### config.mk
export PLATFORM = sky130hd
export DESIGN_NAME = if_stage
export DESIGN_NICKNAME = d
export VERILOG_FILES = /design/src/rtl/if_stage.sv
export SDC_FILE = /design/constraint.sdc
export NUM_CORES = 1
export LEC_CHECK = 0
export BUFFER_PORTS_ARGS = -buffer_cell sky130_fd_sc_hd__buf_2
export CORE_ASPECT_RATIO = 1.1
export CORE_MARGIN = 2
export CORE_UTILIZATION = 38
export CTS_CLUSTER_DIAMETER = 200
export DETAILED_ROUTE_END_ITERATION = 8
export GPL_TIMING_DRIVEN = 0
export PLACE_DENSITY = 0.67
export SYNTH_ARGS = -nofsm -noshare
export SYNTH_HDL_FRONTEND = slang
export SYNTH_SLANG_ARGS = --single-unit
### constraint.sdc
create_clock -name clk -period 4.6 [get_ports clk]
set_input_delay 0.23 -clock clk [delete_from_list [all_inputs] [get_ports clk]]
set_output_delay 0.23 -clock clk [all_outputs]
set_load 0.01 [all_outputs]
### src/rtl/if_stage.sv
// Instruction-fetch stage: owns the PC, drives the instruction-memory read port
// and registers the fetched word plus its PC+4 into the IF/ID pipeline register.
module if_stage #(
  parameter logic [31:0] RESET_PC = 32'h0000_0000,
  parameter logic [31:0] NOP      = 32'h0000_0000
) (
  input  logic        clk,
  input  logic        rst,
  input  logic        stall,
  input  logic        flush,
  input  logic        branch_taken,
  input  logic [31:0] branch_target,
  input  logic        jump,
  input  logic [31:0] jump_target,
  output logic        imem_req,
  output logic [31:0] imem_addr,
  input  logic [31:0] imem_rdata,
  input  logic        imem_ready,
  output logic [31:0] pc,
  output logic [31:0] IFID_instruction,
  output logic [31:0] IFID_NPC,
  output logic        IFID_valid
);

  typedef enum logic [2:0] {
    ACT_BRANCH,
    ACT_STALL,
    ACT_JUMP,
    ACT_FLUSH,
    ACT_FETCH,
    ACT_WAIT
  } fetch_act_e;

  fetch_act_e  act;
  logic [31:0] pc_q, pc_d;
  logic [31:0] instr_q, instr_d;
  logic [31:0] npc_q, npc_d;
  logic        valid_q, valid_d;
  logic [31:0] seq_pc;

  assign seq_pc = pc_q + 32'd4;

  // Priority of the redirect/hold sources; the first match wins.
  always_comb begin
    act = ACT_WAIT;
    if (branch_taken)    act = ACT_BRANCH;
    else if (stall)      act = ACT_STALL;
    else if (jump)       act = ACT_JUMP;
    else if (flush)      act = ACT_FLUSH;
    else if (imem_ready) act = ACT_FETCH;
  end

  always_comb begin
    pc_d    = pc_q;
    instr_d = NOP;
    npc_d   = '0;
    valid_d = 1'b0;
    unique case (act)
      ACT_BRANCH: pc_d = {branch_target[31:2], 2'b00};
      ACT_STALL: begin
        // A stall keeps ID's instruction unless it is also being squashed.
        if (!flush) begin
          instr_d = instr_q;
          npc_d   = npc_q;
          valid_d = valid_q;
        end
      end
      ACT_JUMP:  pc_d = {jump_target[31:2], 2'b00};
      ACT_FLUSH: if (imem_ready) pc_d = seq_pc;
      ACT_FETCH: begin
        pc_d    = seq_pc;
        instr_d = imem_rdata;
        npc_d   = seq_pc;
        valid_d = 1'b1;
      end
      default: ;
    endcase
  end

  always_ff @(posedge clk or posedge rst) begin
    if (rst) begin
      pc_q    <= RESET_PC;
      instr_q <= NOP;
      npc_q   <= '0;
      valid_q <= 1'b0;
    end else begin
      pc_q    <= pc_d;
      instr_q <= instr_d;
      npc_q   <= npc_d;
      valid_q <= valid_d;
    end
  end

  assign imem_req         = ~stall | branch_taken;
  assign imem_addr        = pc_q;
  assign pc               = pc_q;
  assign IFID_instruction = instr_q;
  assign IFID_NPC         = npc_q;
  assign IFID_valid       = valid_q;

endmodule
# ---- After elaboration in Yosys (flattened, before gate mapping)
# Cells that the tools add are included.
# Widths: inputs -> output; s select.
dict set report totals {
  register_bits 97
  latchBits 0
  ramBits 0
  rom_bits 0
  inputBits 103
  output_inout_bits 130
  elab_cells 28
  memories 0
}
dict set report classes {
  add_sub_neg 1
  multipliers 0
  div 0
  magnitude_cmp 0
  eq_ne 6
  shifts 0
  n_mux 12
  n_bitwise 2
  reduce_logical 3
}
# operator count
set op_table {}
lappend op_table {{$pmux 32 s2} 2}
lappend op_table {{$pmux 32 s4} 1}
lappend op_table {{$mux 32} 2}
lappend op_table {{$add 32x3->32 const B} 1}
lappend op_table {{$mux 3} 4}
lappend op_table {{$eq 3x2->1 const B} 2}
lappend op_table {{$ne 2x2->1 const B} 2}
lappend op_table {{$reduce_bool 4->1} 1}
lappend op_table {{$eq 3x1->1 const B} 1}
lappend op_table {{$eq 3x3->1 const B} 1}
lappend op_table {{$logic_not 3->1} 1}
lappend op_table {{$mux 1} 2}
lappend op_table {{$pmux 1 s2} 1}
lappend op_table {{$reduce_and 2->1} 1}
lappend op_table {{$not 1->1} 1}
lappend op_table {{$or 1x1->1} 1}

# ---- Longest topological paths before layout
# Gate-level depths: netlist of run 1.
dict set report logic_depth {
  depth_word 8
  ltp_mapped 8
  mapped_depth_nobuf 6
}

# ---- Worst setup path before layout of run 1
# Ideal clock, no wire load.
dict set report synth_path {
  path_type {flip-flop to flip-flop}
  from {register pc_q[2], in the netlist imem_addr[2]}
  to {register pc_q[30], in the netlist imem_addr[30]}
  setup_time_ns 0.124
  t_arrival_ns 1.998
  t_required_ns 4.476
  path_slack_ns 2.478
  stages_incl_launch_ff 8
  n_path_buf 1
  synth_period_minus_slack_ns 2.122
  path_cell_list {dfrtp_1 > ha_1 > and4_1 > clkbuf_1 > nand2_1 > nor4_4 > o21ai_1 > a211o_1}
}
dict set report synth_via {
  elab_chain_len 3
}
# element line_no
set synth_rtl {}
lappend synth_rtl {{start, declared} 35} ;# logic [31:0] pc_q, pc_d;
lappend synth_rtl {{start signal, assigned} 87} ;# pc_q <= pc_d;
lappend synth_rtl {{$add 32x3->32 *} 41} ;# assign seq_pc = pc_q + 32'd4;
lappend synth_rtl {{$mux 32} 69} ;# ACT_FLUSH: if (imem_ready) pc_d = seq_pc;
lappend synth_rtl {{$pmux 32 s4 *} 58} ;# unique case (act)
# Every way passes the cells marked *; elsewhere a longest branch is shown, timed or not. The select of a mux whose other input is x is not followed.
# A chain may end at the register's enable or synchronous reset.

# ---- Worst setup path in the final report of run 1
# Ends and elaborated chain as after synthesis.

==> results of run 1 <==
per-stage QoR:
stage,power [mW],hold slack (ns),utilization [%],setup slack [ns]
CTS,2.10,0.108,52.0,1.96
finish,2.09,0.120,52.0,1.89
detailed placement,1.40,0.321,49.7,1.95
global route,2.18,0.121,52.0,1.81
global placement,1.38,0.455,49.5,0.836
floorplan,1.19,0.370,-,1.95
path summary, 6_finish.rpt:
kind                       cells after the start                      from  slack (ns)                               to
setup reg to reg                               7  imem_addr[2]$_DFFE_PP0P_        1.89        imem_addr[30]$_DFFE_PP0P_
min in group asynchronous                      3                       rst        0.50          IFID_NPC[2]$_DFFE_PP0P_
max in group asynchronous                      4                       rst        3.44         imem_addr[5]$_DFFE_PP0P_
setup / recovery                               7  imem_addr[2]$_DFFE_PP0P_        1.89        imem_addr[30]$_DFFE_PP0P_
hold reg to reg                                1    IFID_valid$_DFFE_PP0P_        0.48           IFID_valid$_DFFE_PP0P_
hold / removal                                 2             imem_rdata[3]        0.12  IFID_instruction[3]$_DFFE_PP0P_
state kept, by name, indices dropped and copies added, names as in the netlist:
signal,flops
IFID_instruction,32
imem_addr,30
IFID_valid,1
IFID_NPC,30
layer usage:
layer | global-route usage [%] | vias to the layer above
met2 | 40.9 | 235
met1 | 30.9 | 2368
met3 | 3.84 | 35
met5 | 0 | -
li1 | - | 2288
met4 | 10.9 | 0
report_power, final:
part           internal [mW]  leakage (nW)  switching, mW  total [mW]
clock network          0.383         0.136          0.322       0.704
logic                  0.209          2.07          0.240       0.449
registers              0.858          1.24         0.0736       0.932
cells in the mapped netlist (10+ instances only):
cell / instances / area, sq um
a21oi_1: 33 / 165
a22o_1: 64 / 561
buf_4: 37 / 278
clkbuf_1: 32 / 120
dfrtp_1: 93 / 2330
nand2_1: 19 / 71.3
nand3_1: 10 / 50.1
nor2_1: 27 / 101
o21ai_0: 22 / 110
xnor2_1: 17 / 149
xor2_1: 11 / 96.3
area by class of cell:
cell class	count	share of cell area (%)
Sequential cell	93	35.1
Multi-Input combinational cell	323	33.8
Timing Repair Buffer	221	17.1
Buffer	73	6.28
Clock buffer	11	3.66
Tap cell	157	2.96
Inverter	9	0.547
Clock inverter	5	0.528
logic make-up (layout without fill, tap and decap cells):
group | Yosys count | after routing | share of synthesized area [%]
DFF | 93 | 93 | 46.5
xor gates and xnor gates | 28 | 28 | 4.90
adders and majority gates | 1 | 1 | 0.250
buffers and inverters | 82 | 319 | 9.01
AOI/OAI and AO/OA | 176 | 176 | 26.0
and+or+nand+nor | 111 | 111 | 13.0
other | 1 | 6 | 0.0750
muxes | 1 | 1 | 0.200
worst register-to-register path: cells and delay by family (launching register included):
kind                       cells  cell delay, ns
buffers and inverters          1            0.35
adders and majority gates      1            0.33
DFF                            1            0.51
AOI/OAI and AO/OA              2            0.41
and+or+nand+nor                3            1.00
==> results.json, run 1 <==
{
  "ys.flop_type": "dfrtp_1",
  "fin_area_sq_um": 6630,
  "yosys_warnings": 0,
  "setup_tns_ns": 0,
  "routed.top_layer": "met4",
  "die_w_um": 113,
  "dr.pass1.iters": 5,
  "p_leak_nw": 3.44,
  "fmax_mhz": 368,
  "start_util_pct": 39.2,
  "rsz0062_at_grt": "no",
  "synth_seq_cells": 93,
  "rows": 43,
  "powerDensity_nw_per_um2": 314,
  "multi_input_area_sq_um": 2240,
  "hold_path.class": "input port to register",
  "grt_pass1_wl_um": 26700,
  "status": "finished clean",
  "vias": 4926,
  "ys_seq_area_share_pct": 46.5,
  "worstMarginPinSlew_ns": 1.16,
  "grt_pass1_vias": 4857,
  "maxSlewViolCount": 0,
  "fin_worst_skew_ns": 0.00906,
  "gr-total-overflow": 0,
  "grt_max_degree": 52,
  "synth-edff-count": 0,
  "period_share_pct": 59.0,
  "cts_resized": 0,
  "setup_viol": 0,
  "cts_max_level": 3,
  "clkTransAtPathRegs_ns": 0.07,
  "avgRoutedWirePerCell_um": 19.5,
  "wl_met1_um": 7260,
  "path_max_fanout": 8,
  "fin_crit_ns": 2.71,
  "io_buffer_count": 219,
  "slew_headroom_pct": 22.2,
  "drc_errors": 0,
  "crit_chain": "ha_1 -> and4_1 -> clkbuf_1 -> nand2_1 -> nor4_4 -> o21ai_1 -> a211o_1",
  "dp_hpwl_um": 12900,
  "placedCellCount": 875,
  "viasPerCell": 5.52,
  "path_class": "register to register",
  "hold_buffers": 1,
  "track_usage_pct": 24.4,
  "area_delta_synth_final_pct": 32.6,
  "wl_met2_um": 8480,
  "synth_area_sq_um": 5000,
  "cts_made_buffers": 9,
  "layout_commonest_cell": "buf_2",
  "crit_arrival_ns": 2.94,
  "avgSynthCellArea_sq_um": 10.1,
  "drive_gt1_share_pct": 39.0,
  "initialDrtViolationCount": 353,
  "final_antenna_net_count": 0,
  "n_fill_cell": 1214,
  "antenna_found_initial": 0,
  "place_area_sq_um": 6340,
  "stdcell_count": 892,
  "nets": 834,
  "cp_slowest_stage_delay_ns": 0.51,
  "fp.coreArea_sq_um": 12800,
  "ir_drop_uv": 150,
  "crit_slowest_cell": "dfrtp_1",
  "clock-sinks": 93,
  "io_pins": 233,
  "die_area_sq_um": 14100,
  "cts_tree": "done",
  "post_cts_buffers": 0,
  "seqCellArea_sq_um": 2330,
  "critPathTopFamily": "simple AND/OR/NAND/NOR gates",
  "die_h_um": 124,
  "start_kind": "register",
  "crit_buf_inv": 1,
  "synth_cell_types": 52,
  "clk_path_buf_depth": 2,
  "worstSetupEndpointType": "register",
  "place_congestion": 0.882,
  "cts-root-buf": "clkbuf_16",
  "final_cell_mix": "buf_2 (222), dfrtp_1 (93), a22o_1 (64)",
  "maxCapViolCount": 0,
  "final_hold_viol_count": 0,
  "crit_required_ns": 4.83,
  "clk_latency_ns": 0.34,
  "wl_met3_um": 1100,
  "n_antenna_cell": 0,
  "syn_inst": 493,
  "ys_async_sr_fraction_pct": 100,
  "routed_wirelength_um": 17400
}
(Power assumes the default switching activity.)
==> run 2: changes to the inputs <==
- ABC_AREA: default -> 1
- clock period: 4.6 -> 2.8 ns (I/O delays scaled with it)
==> run 2 against run 1 <==
- hold slack worse by 0.12 ns
- largest power group unchanged
- clock skew about the same
- critical path depth is 1 higher
- final area increased by 3.7%
- global-route usage down 2.1 points
- highest routed layer unchanged
- largest cell class unchanged
- first-iteration DRC count fell by 12%
- synthesized area is 3.1% higher
- sequential share of layout area down 1.2 points
- wire length decreased by 5.6%
- core utilization is essentially flat
- combinational power up 72%
- setup slack lost 1.1 ns
==> results.json, run 2 <==
{
  "p_leak_nw": 3.96,
  "io_buffer_count": 222,
  "grt_max_degree": 53,
  "crit_required_ns": 3.08,
  "fin_worst_skew_ns": 0.00935,
  "drive_gt1_share_pct": 32.2,
  "synthTopCellsByArea": "dfrtp_1 (45%), nand2_1 (18%), a22o_1 (7.3%), nor2_1 (6.4%), nand3_1 (6.1%)",
  "path_max_fanout": 7,
  "cts_max_level": 3,
  "area_delta_synth_final_pct": 33.3,
  "period_share_pct": 72.7,
  "met2_usage_pct": 35.8,
  "synth-edff-count": 0,
  "avgSynthCellArea_sq_um": 7.50,
  "nets": 1036,
  "start_util_pct": 39.0,
  "cts-root-buf": "clkbuf_16",
  "dr.pass1.iters": 5,
  "die_area_sq_um": 14500,
  "ys_seq_area_share_pct": 45.1,
  "final_hold_viol_count": 0,
  "rsz0062_at_grt": "no",
  "maxCapViolCount": 0,
  "vias": 5260,
  "hold_path.class": "input port to register",
  "drc_errors": 0,
  "ys.flop_type": "dfrtp_1",
  "routed_wirelength_um": 16400,
  "die_h_um": 126,
  "synth.most_common_cell": "nand2_1",
  "start_kind": "register",
  "ys_async_sr_fraction_pct": 100,
  "setup_viol": 0,
  "setup_slack_ns": 0.766,
  "grt_pass1_vias": 4780,
  "path_class": "register to register",
  "slew_headroom_pct": 54.6,
  "synth_top_area_cell": "dfrtp_1",
  "cts_tree": "done",
  "avgRoutedWirePerCell_um": 14.9,
  "final_cell_mix": "nand2_1 (249), buf_2 (239), dfrtp_1 (93)",
  "place_congestion": 0.895,
  "grt-busiest-layer": "met2",
  "initialDrtViolationCount": 310,
  "use_met1_pct": 31.0,
  "synth_common_cells": "nand2_1 (249), dfrtp_1 (93), nor2_1 (88)",
  "layout_commonest_cell": "nand2_1",
  "gr-total-overflow": 0,
  "ir_drop_uv": 323,
  "dp_hpwl_um": 12800,
  "yosys_warnings": 0,
  "powerDensity_nw_per_um2": 523,
  "syn_inst": 688,
  "largest_register_ffs": 32,
  "clk_path_buf_depth": 2,
  "die_w_um": 115,
  "fin_crit_ns": 2.03,
  "rows": 44,
  "viasPerCell": 4.79,
  "clk_latency_ns": 0.35,
  "place_area_sq_um": 6520,
  "maxSlewViolCount": 0,
  "clkTransAtPathRegs_ns": 0.07,
  "final_antenna_net_count": 0,
  "post-route-util_pct": 52.0,
  "synth_seq_cells": 93,
  "met3_usage_pct": 2.74,
  "synth_top_area_share_pct": 45.1,
  "crit_arrival_ns": 2.31,
  "cts_made_buffers": 9,
  "track_usage_pct": 22.2,
  "fin_area_sq_um": 6870,
  "status": "finished clean",
  "io_pins": 233,
  "synth_cell_types": 24,
  "n_antenna_cell": 0,
  "antenna_found_initial": 0,
  "worstMarginPinSlew_ns": 0.681,
  "clock-sinks": 93,
  "place_ws_ns": 0.825,
  "setup_tns_ns": 0,
  "synth_area_sq_um": 5160,
  "worstSetupEndpointType": "register",
  "grt_pass1_wl_um": 25100,
  "fmax_mhz": 492,
  "fp.coreArea_sq_um": 13200
}
-- run 2: cell types whose count changed in the layout (fill, tap and decap cells not counted), moves of 20 or more --
cell	previous run	this run
inv_1	8	35
nand3_1	10	63
o21ai_0	22	2
clkbuf_1	33	12
a22o_1	64	43
nand2_1	19	249
nor2_1	27	88
-- run 2: power breakdown --
part,switching [mW],total (mW),internal [mW]
sequential,0.136,1.55,1.41
combinational,0.425,0.772,0.347
clock,0.565,1.27,0.707
total,1.13,3.59,2.47
-- run 2: stage by stage --
step	cells	hold WS (ns)	power (mW)
floorplan	693	0.268	2.00
global placement	1076	0.353	2.33
detailed placement	1077	0.250	2.34
CTS	1097	0.000358	3.62
global route	1098	0.00477	3.76
finish	1098	0.00266	3.59
-- run 2: worst paths after layout --
path | start | end | slack, ns | cells past startpoint
hold reg to reg | IFID_NPC[28]$_DFFE_PP0P_ | IFID_NPC[28]$_DFFE_PP0P_ | 0.48 | 2
hold / removal | imem_rdata[29] | IFID_instruction[29]$_DFFE_PP0P_ | 0.003 | 2
min in group asynchronous | rst | imem_addr[24]$_DFFE_PP0P_ | 0.40 | 3
setup reg to reg | imem_addr[2]$_DFFE_PP0P_ | imem_addr[18]$_DFFE_PP0P_ | 0.77 | 8
setup / recovery | imem_addr[2]$_DFFE_PP0P_ | imem_addr[18]$_DFFE_PP0P_ | 0.77 | 8
max in group asynchronous | rst | IFID_instruction[17]$_DFFE_PP0P_ | 1.77 | 4
-- run 2: critical path: stages, from the launching register on --
cell and delay, ns:
dfrtp_1 0.52, ha_1 0.25, nand2_1 0.10, nor2_4 0.20, nand2_2 0.12, nor2_1 0.27, xor2_1 0.28, nand2_1 0.09
a21oi_1 0.13
-- run 2: kinds of logic after synthesis --
kind of cell,synth area share [%]
other,0.0727
XOR/XNOR,2.55
flip-flops,45.1
buffers and inverters,10.6
AO/OA/AOI/OAI,9.83
AND/OR/NAND/NOR,31.6
adder cells (fa/ha/maj),0.243
-- run 2: what timing repair did --
| action | 4_1_cts | 5_1_grt |
|---|---|---|
| gates resized for setup | 0 | 0 |
| hold buffers | 4 | 1 |
| buffers inserted | 0 | 0 |
| endpoints found under the hold margin | 44 | 1 |
-- run 2: final cells by class --
type,count,area (sq um)
timing repair buffer,228,1190
clock buffer,9,225
buffer,65,400
tap,161,201
fill,1341,6340
multi-input combinational,496,2300
clock inverter,7,78.8
inverter,39,149
sequential,93,2330
-- run 2: per-layer routing --
layer  vias to the layer above  part of all wire (%)  wire length [um]
met3                        16                   5.7               933
met1                      2412                    46              7500
li1                       2642                     -                 -
met2                       190                    47              7680
met5                         -                     0                 0
met4                         0                   1.7               281
==> run 3: changes to the inputs <==
- clock period: 2.8 -> 2.1 ns (I/O delays scaled with it)
==> run 3 against run 2 <==
- flip-flop and latch count stayed put
- core utilization is 2.3 points higher
- final cell count is 2.6% higher
- die area stayed put
- critical endpoint unchanged
==> results.json, run 3 (same netlist as run 2, synthesis figures left out) <==
{
  "grt_pass1_wl_um": 26600,
  "io_pins": 233,
  "setup_viol": 0,
  "final_hold_viol_count": 0,
  "worstSetupEndpointType": "register",
  "post-route-util_pct": 54.3,
  "fin_crit_ns": 1.94,
  "crit_arrival_ns": 2.22,
  "area_delta_synth_final_pct": 39.0,
  "clkTransAtPathRegs_ns": 0.07,
  "cts_max_level": 3,
  "critPathMostFrequentCell": "nand2_1",
  "rsz0062_at_grt": "no",
  "dp_hpwl_um": 12800,
  "clk_latency_ns": 0.35,
  "grt_max_degree": 40,
  "final_cell_mix": "nand2_1 (249), buf_2 (239), dfrtp_1 (92)",
  "n_fill_cell": 1294,
  "routed_wirelength_um": 16900,
  "met2_usage_pct": 38.8,
  "start_kind": "register",
  "io_buffer_count": 222,
  "status": "finished clean",
  "worstMarginPinSlew_ns": 0.686,
  "avgRoutedWirePerCell_um": 15.0,
  "cts-root-buf": "clkbuf_16",
  "ir_drop_uv": 372,
  "track_usage_pct": 23.3,
  "fmax_mhz": 514,
  "p_leak_nw": 4.08,
  "multi_input_area_sq_um": 2300,
  "clk_path_buf_depth": 2,
  "start_util_pct": 39.0,
  "largest_register_ffs": 32,
  "gr-total-overflow": 0,
  "powerDensity_nw_per_um2": 670,
  "nets": 1065,
  "path_max_fanout": 6,
  "grt-busiest-layer": "met2",
  "critPathTopFamily": "simple AND/OR/NAND/NOR gates",
  "cts_tree": "done",
  "antenna_found_initial": 0,
  "final_antenna_net_count": 0,
  "die_area_sq_um": 14500,
  "path_class": "register to register",
  "clock-sinks": 93,
  "maxSlewViolCount": 0,
  "hold_path.class": "input port to register",
  "maxCapViolCount": 0,
  "dr.pass1.iters": 5,
  "seqCellArea_sq_um": 2330,
  "grt_pass1_vias": 5067,
  "crit_slowest_cell": "dfrtp_1",
  "layout_commonest_cell": "nand2_1",
  "place_congestion": 0.888,
  "setup_tns_ns": 0,
  "fin_worst_skew_ns": 0.00646,
  "crit_chain": "ha_1 -> nand2_1 -> nor2_4 -> nand2_2 -> nor2_1 -> xor2_1 -> nand2_1 -> a21oi_1",
  "crit_buf_inv": 0,
  "period_share_pct": 92.6,
  "use_met1_pct": 31.3,
  "die_w_um": 115,
  "met3_usage_pct": 3.32,
  "total_power_mw": 4.81,
  "die_h_um": 126,
  "cts_made_buffers": 9,
  "vias": 5357,
  "crit_required_ns": 2.38,
  "cp_slowest_stage_delay_ns": 0.46,
  "viasPerCell": 4.75,
  "fp.coreArea_sq_um": 13200,
  "n_antenna_cell": 0,
  "slew_headroom_pct": 54.2,
  "drc_errors": 0,
  "rows": 44,
  "initialDrtViolationCount": 294,
  "drive_gt1_share_pct": 31.6
}
run 3: changes by cell type in the layout (fill, tap and decap cells not counted), sizes merged:
| cell | change |
|---|---|
| dlygate4sd3 | +28 |
| buf | +1 |
| bufinv | -1 |
| clkinvlp | +1 |
run 3: cell type report:
type	instances	area share, %
multi-input combinational	496	32.1
tap	161	2.81
buffer	65	5.58
inverter	39	2.09
clock buffer	9	3.14
sequential	93	32.5
clock inverter	7	1.10
timing repair buffer	257	20.7
run 3: where the power goes:
group	leakage (nW)	internal [mW]	total, mW	switching (mW)
registers	1.23	1.89	2.07	0.183
clock network	0.151	0.856	1.66	0.808
logic	2.69	0.499	1.07	0.576
run 3: worst reg2reg max path, delay by kind of cell, from the launching register on:
family          cells  cell delay (ns)
compound gates      1             0.13
xor+xnor            1             0.28
fa+ha+maj           1             0.23
flops               1             0.46
simple gates        5             0.78
run 3: layer usage:
| metal | part of all wire, % | routed length, um | vias to the layer above |
|---|---|---|---|
| li1 | - | - | 2706 |
| met1 | 45 | 7670 | 2442 |
| met2 | 47 | 7980 | 192 |
| met3 | 5.8 | 978 | 17 |
| met4 | 1.4 | 236 | 0 |
| met5 | 0 | 0 | - |
run 3: final timing paths:
check / start / end / slack, ns / cells after the start
worst max-delay path: imem_addr[3]$_DFFE_PP0P_ / imem_addr[18]$_DFFE_PP0P_ / 0.16 / 8
worst min-delay path: jump_target[3] / imem_addr[3]$_DFFE_PP0P_ / 0.06 / 5
worst max register to register: imem_addr[3]$_DFFE_PP0P_ / imem_addr[18]$_DFFE_PP0P_ / 0.16 / 8
worst min register to register: IFID_valid$_DFFE_PP0P_ / IFID_valid$_DFFE_PP0P_ / 0.47 / 2
max in group asynchronous: rst / imem_addr[2]$_DFFE_PP0P_ / 1.06 / 4
min in group asynchronous: rst / IFID_instruction[13]$_DFFE_PP0P_ / 0.40 / 3
run 3: stage by stage:
stage / setup WS, ns / hold slack, ns / cells / area, sq um
4_1_cts: 0.0849 / 0.0519 / 1127 / 7170
6_report: 0.156 / 0.0632 / 1127 / 7170
3_3_place_gp: 0.121 / 0.319 / 1076 / 6490
5_1_grt: 0.00871 / 0.0861 / 1127 / 7170
2_1_floorplan: 0.482 / 0.233 / 693 / 5180
3_5_place_dp: 0.103 / 0.240 / 1078 / 6530
run 3: what timing repair did:
item	4_1_cts	5_1_grt
hold buffers	33	0
setup endpoints to repair	0	5
gates resized for setup	0	2
endpoints found under the hold margin	60	0
buffers inserted	0	0
